<file path="src/rtl/custom_mult_seq_if.sv">
// Custom-instruction port bundle for the sequential multiplier.
// The master drives the request and operands; the slave returns done and result.
interface custom_mult_seq_if #(
   parameter int WIDTH = 32
);
   logic             clk_en;
   logic             start;
   logic [WIDTH-1:0] dataa;
   logic [WIDTH-1:0] datab;
   logic [1:0]       n;
   logic             done;
   logic [WIDTH-1:0] result;

   modport master (
      output clk_en, start, dataa, datab, n,
      input  done, result
   );

   modport slave (
      input  clk_en, start, dataa, datab, n,
      output done, result
   );
endinterface

</file>
<file path="src/rtl/custom_mult_seq.sv">
// Multicycle shift-add multiplier: signed/unsigned, low/high half, one multiplier bit per enabled cycle.
// Latency WIDTH+1 enabled edges, or fewer with EARLY_EXIT; clk_en low freezes every register.
module custom_mult_seq #(
   parameter int WIDTH      = 32,
   parameter int EARLY_EXIT = 1
) (
   input  logic              clk,
   input  logic              reset,
   custom_mult_seq_if.slave  bus
);
   localparam int CW = $clog2(WIDTH + 1);

   typedef enum logic [1:0] {
      IDLE = 2'd0,
      BUSY = 2'd1,
      FIN  = 2'd2
   } state_t;

   state_t             state_q, state_d;
   logic               sgn_q, sgn_d;
   logic               hi_q, hi_d;
   logic [WIDTH-1:0]   mcand_q, mcand_d;
   logic [WIDTH-1:0]   mplr_q, mplr_d;
   logic [2*WIDTH-1:0] acc_q, acc_d;
   logic [CW-1:0]      cnt_q, cnt_d;
   logic               done_q, done_d;
   logic [WIDTH-1:0]   result_q, result_d;

   logic [CW-1:0]      shamt;
   logic [2*WIDTH-1:0] addend;
   logic [2*WIDTH-1:0] prod;
   logic [WIDTH-1:0]   a_abs, b_abs;
   logic [WIDTH-1:0]   mplr_shift;

   always_comb begin
      state_d  = state_q;
      sgn_d    = sgn_q;
      hi_d     = hi_q;
      mcand_d  = mcand_q;
      mplr_d   = mplr_q;
      acc_d    = acc_q;
      cnt_d    = cnt_q;
      done_d   = done_q;
      result_d = result_q;

      // Magnitude of the most negative value wraps to itself, which is the correct unsigned magnitude.
      a_abs      = bus.dataa[WIDTH-1] ? ('0 - bus.dataa) : bus.dataa;
      b_abs      = bus.datab[WIDTH-1] ? ('0 - bus.datab) : bus.datab;
      shamt      = CW'(WIDTH) - cnt_q;
      addend     = {{WIDTH{1'b0}}, mcand_q} << shamt;
      prod       = sgn_q ? ('0 - acc_q) : acc_q;
      mplr_shift = mplr_q >> 1;

      if (bus.clk_en) begin
         case (state_q)
            IDLE: begin
               done_d = 1'b0;
               if (bus.start) begin
                  hi_d  = bus.n[0];
                  acc_d = '0;
                  cnt_d = CW'(WIDTH);
                  if (bus.n[1]) begin
                     sgn_d   = bus.dataa[WIDTH-1] ^ bus.datab[WIDTH-1];
                     mcand_d = a_abs;
                     mplr_d  = b_abs;
                  end else begin
                     sgn_d   = 1'b0;
                     mcand_d = bus.dataa;
                     mplr_d  = bus.datab;
                  end
                  state_d = BUSY;
               end
            end
            BUSY: begin
               if (mplr_q[0]) begin
                  acc_d = acc_q + addend;
               end
               mplr_d = mplr_shift;
               cnt_d  = cnt_q - 1'b1;
               if (cnt_q == CW'(1) || (EARLY_EXIT != 0 && mplr_shift == '0)) begin
                  state_d = FIN;
               end
            end
            FIN: begin
               result_d = hi_q ? prod[2*WIDTH-1:WIDTH] : prod[WIDTH-1:0];
               done_d   = 1'b1;
               state_d  = IDLE;
            end
            default: begin
               state_d = IDLE;
            end
         endcase
      end
   end

   always_ff @(posedge clk or posedge reset) begin
      if (reset) begin
         state_q  <= IDLE;
         sgn_q    <= 1'b0;
         hi_q     <= 1'b0;
         mcand_q  <= '0;
         mplr_q   <= '0;
         acc_q    <= '0;
         cnt_q    <= '0;
         done_q   <= 1'b0;
         result_q <= '0;
      end else begin
         state_q  <= state_d;
         sgn_q    <= sgn_d;
         hi_q     <= hi_d;
         mcand_q  <= mcand_d;
         mplr_q   <= mplr_d;
         acc_q    <= acc_d;
         cnt_q    <= cnt_d;
         done_q   <= done_d;
         result_q <= result_d;
      end
   end

   assign bus.done   = done_q;
   assign bus.result = result_q;
endmodule
</file>
<file path="src/flat_wrapper.sv">
// flat-port wrapper written by rule: the top's interface ports become plain ports
module custom_mult_seq_flat 
#(
   parameter int WIDTH      = 32,
   parameter int EARLY_EXIT = 1
)
  (clk, reset, bus_clk_en, bus_start, bus_dataa, bus_datab, bus_n, bus_done, bus_result);
  custom_mult_seq_if #(.WIDTH(WIDTH)) bus_i ();
  input  logic clk;
  input  logic reset;
  input wire logic [$bits(bus_i.clk_en)-1:0] bus_clk_en;
  input wire logic [$bits(bus_i.start)-1:0] bus_start;
  input wire logic [$bits(bus_i.dataa)-1:0] bus_dataa;
  input wire logic [$bits(bus_i.datab)-1:0] bus_datab;
  input wire logic [$bits(bus_i.n)-1:0] bus_n;
  output wire logic [$bits(bus_i.done)-1:0] bus_done;
  output wire logic [$bits(bus_i.result)-1:0] bus_result;
  assign bus_i.clk_en = bus_clk_en;
  assign bus_i.start = bus_start;
  assign bus_i.dataa = bus_dataa;
  assign bus_i.datab = bus_datab;
  assign bus_i.n = bus_n;
  assign bus_done = bus_i.done;
  assign bus_result = bus_i.result;
  custom_mult_seq #(.WIDTH(WIDTH), .EARLY_EXIT(EARLY_EXIT)) u_core (.clk(clk), .reset(reset), .bus(bus_i));
endmodule
</file>
<file path="config.mk">
export PLATFORM = sky130hd
export DESIGN_NAME = custom_mult_seq_flat
export DESIGN_NICKNAME = d
export VERILOG_FILES = /design/src/rtl/custom_mult_seq_if.sv /design/src/rtl/custom_mult_seq.sv /design/src/flat_wrapper.sv
export SDC_FILE = /design/constraint.sdc
export NUM_CORES = 1
export LEC_CHECK = 0
export ABC_AREA = 0
export BUFFER_PORTS_ARGS = -buffer_cell sky130_fd_sc_hd__buf_2
export CELL_PAD_IN_SITES_DETAIL_PLACEMENT = 0
export CELL_PAD_IN_SITES_GLOBAL_PLACEMENT = 2
export CORE_UTILIZATION = 37
export CTS_CLUSTER_SIZE = 12
export DETAILED_ROUTE_END_ITERATION = 8
export PLACE_DENSITY = 0.85
export SYNTH_ARGS = -nofsm -noshare
export SYNTH_HDL_FRONTEND = slang
export SYNTH_SLANG_ARGS = --single-unit
</file>
<file path="constraint.sdc">
create_clock -name clk -period 9.16 [get_ports clk]
set_clock_uncertainty 0.1 [all_clocks]
set_input_delay 0.458 -clock clk [delete_from_list [all_inputs] [get_ports clk]]
set_output_delay 0.458 -clock clk [all_outputs]
set_load 0.1 [all_outputs]
</file>
==> reports/metrics.yaml <==
layout_commonest_cell: "nand2_1"
vias: 14800
grt_usage: 0.249
crit_path_end_kind: "register"
cts_tree: "done"
synth_edf_count: 0
io_pins: 103
ant_nets: 0
drtIter0Drc: 1103
worst_slew_pin_slew_ps: 1160
syn-instance-count: 2019
place_ws_ps: 1240
area_growth_pct: 9.22
cts_buffer_depth: 2
max_stage_delay_ps: 1180
drtPass1Iterations: 8
period_minus_slack_ps: 8020
synth-seq-cells: 171
grt_max_degree: 102
dieArea_sq_um: 42600
die-width_um: 206
clock_sinks: 171
clk_pin_slew_ps: 80
hold_class: "in2async"
grt_pass1_vias: 14000
place_congestion: 0.970
path_cells: "clkinv_1, ha_2, mux2i_1, mux2_2, nor2_1, o21ai_0, nor2_1, ha_1, a211oi_1, inv_1, o311ai_1, a2111oi_0, nor3_1, a21oi_1, o211ai_1, a211oi_1, or3_1, a32o_1"
syn_area_sq_um: 15500
cts.repair.resized: 0
initial_utilization: 0.377
chipHeight_um: 206
crit_buf_inv: 2
slew_headroom: 0.225
synth.distinct_cells: 75
cp_top_family: "compound AO/OA/AOI/OAI gates"
layout_setup_ws_ps: 1140
layout.nets: 2184
fill_cells: 4357
ctsHoldBuffers: 0
met1_usage: 0.342
drv_cap: 0
crit_path_start_kind: "register"
rsz0062_at_grt: "false"
critPathSlowestCell: "ha_2"
async_flop_share: 1.00
grtUsageMet3: 0.0325
final-setup-viol-count: 0
crit_type: "reg2reg"
reg2reg_depth: 18
cp_num_cells: 18
dpl.hpwl_um: 41000
busiest_layer: "met2"
wire_per_inst_um: 20.1
grtUsageMet2: 0.385
setup_tns_ps: 0
rows: 74
ys_seq_area_frac: 0.277
cts-root-buf: "clkbuf_16"
antenna_found_initial: 3
report.final.slew_viol_count: 0
ys_warn_count: 0
coreArea_sq_um: 41000
clk_latency_ps: 470
h-tree-depth: 4
layout_common_cells: "nand2_1 (332), o21ai_0 (236), a21oi_1 (176)"
drive_gt1_frac: 0.103
syn_area_per_cell_sq_um: 7.66
synth_nets: 2158
wirelength_um: 52100
hold_violations: 0
viasPerCell: 5.71
grt_pass1_wl_um: 80900
outcome: "finished, violations left"
fmax_mhz: 125
violations: "DRC"
min_period_over_period: 0.876
grt_overflow_total: 0
synth_flop_cell: "dfrtp_1"
drc_errors: 12
arrival_ps: 8280
numCtsBuffers: 17
postCtsSetupBuffers: 0
required_ps: 9420
port_buffers: 102
cp_max_fo: 49
==> final timing paths <==
| kind | startpoint | end | slack [ps] |
|---|---|---|---|
| max | u_core.cnt_q[0] | u_core.acc_q[62] | 1140 |
| min | reset | u_core.bus.result[14] | 90 |
| max reg2reg | u_core.cnt_q[0] | u_core.acc_q[62] | 1140 |
| min reg2reg | u_core.bus.result[13] | u_core.bus.result[13] | 370 |
| max in group asynchronous | reset | u_core.sgn_q | 7310 |
| min in group clk | bus_n[0] | u_core.hi_q | 100 |
==> worst register-to-register path: cells and delay by family, from the launching register on <==
kind                     cells  cell delay, ps
AO/OA/AOI/OAI                8            2700
adder cells (fa/ha/maj)      2            1580
AND/OR/NAND/NOR              4            1170
flip-flops                   1             930
buffers and inverters        2             810
multiplexers                 2             620
==> registers in the layout, summed over array words and instances (netlist names) <==
signal and cells:
u_core.bus.result 32, u_core.state_q 2, u_core.acc_q 64, u_core.bus.done 1
u_core.hi_q 1, u_core.mplr_q 32, u_core.mcand_q 32, u_core.cnt_q 6
u_core.sgn_q 1
==> Yosys cell counts (4+ instances only) <==
library cell  count  share of area
a21oi_1         176          0.057
buf_1            10         0.0024
nand4_1          20         0.0081
a22o_1           10         0.0057
nor3_1           43          0.014
nor4_1           22         0.0089
mux2_2            8         0.0058
nor2b_1          21         0.0085
a21o_1           39          0.019
o221ai_1          6         0.0034
o21ai_1           9         0.0029
and3_1            5         0.0020
or4_1            11         0.0053
ha_1             68          0.055
o21bai_1         17         0.0083
nor2_1          167          0.041
a21boi_0          4         0.0019
xnor2_1          87          0.049
o31ai_1          28          0.014
mux4_2           18          0.026
o21a_1            7         0.0034
o211ai_1          8         0.0039
nand3_1          33          0.011
a32o_1            5         0.0032
o41ai_1          18          0.010
o22ai_1          51          0.021
and2_1           10         0.0040
clkbuf_1         92          0.022
inv_1            37         0.0090
nand2_1         334          0.081
nand3b_1          4         0.0019
mux2i_1          28          0.018
xor2_1           92          0.052
nand2b_1         12         0.0049
dfrtp_1         171           0.28
or3_1            12         0.0049
a31oi_1          19         0.0077
a211oi_1         20         0.0097
o21ai_0         236          0.076
==> cell families (layout without fill, tap and decap cells) <==
logic type                 Yosys count  in the layout  share of synthesized area
buffers and inverters              152            191                     0.0431
other                                0              2                          0
adders and majority gates           69             69                     0.0563
and+or+nand+nor                    718            718                      0.209
xor gates and xnor gates           179            179                      0.101
DFF                                171            171                      0.277
AOI/OAI and AO/OA                  676            676                      0.263
muxes                               54             54                     0.0502
==> area by class of cell <==
type,count,area [sq um],share of cell area
multi-input cells,1696,10600,0.627
flip-flops and latches,171,4280,0.254
well taps,532,666,0.0394
repair buffers,120,646,0.0382
clock buffers,18,429,0.0254
inverters,39,151,0.00896
clock inverters,14,115,0.00682
diodes,2,5.00,0.000296
==> per-stage QoR <==
| step | hold WS [ps] | cells | util | cell area [sq um] |
|---|---|---|---|---|
| after floorplan | 372 | 2019 | - | 15500 |
| after global placement | 355 | 2558 | 0.398 | 16300 |
| after detailed placement | 366 | 2558 | 0.398 | 16300 |
| after CTS | 84.1 | 2590 | 0.412 | 16900 |
| after global routing | 119 | 2590 | 0.412 | 16900 |
| final | 94.7 | 2592 | 0.412 | 16900 |
==> routing by layer <==
layer / wire length (um) / vias up / part of all wire
met2: 23200 / 408 / 0.45
met3: 2440 / 78 / 0.047
li1: - / 7361 / -
met4: 2150 / 0 / 0.041
met1: 24300 / 6963 / 0.47
met5: 0 / - / 0
Power is left out: the tool's default activity adds up to more than one toggle a clock period on the data nets, which glitch-free logic cannot reach.
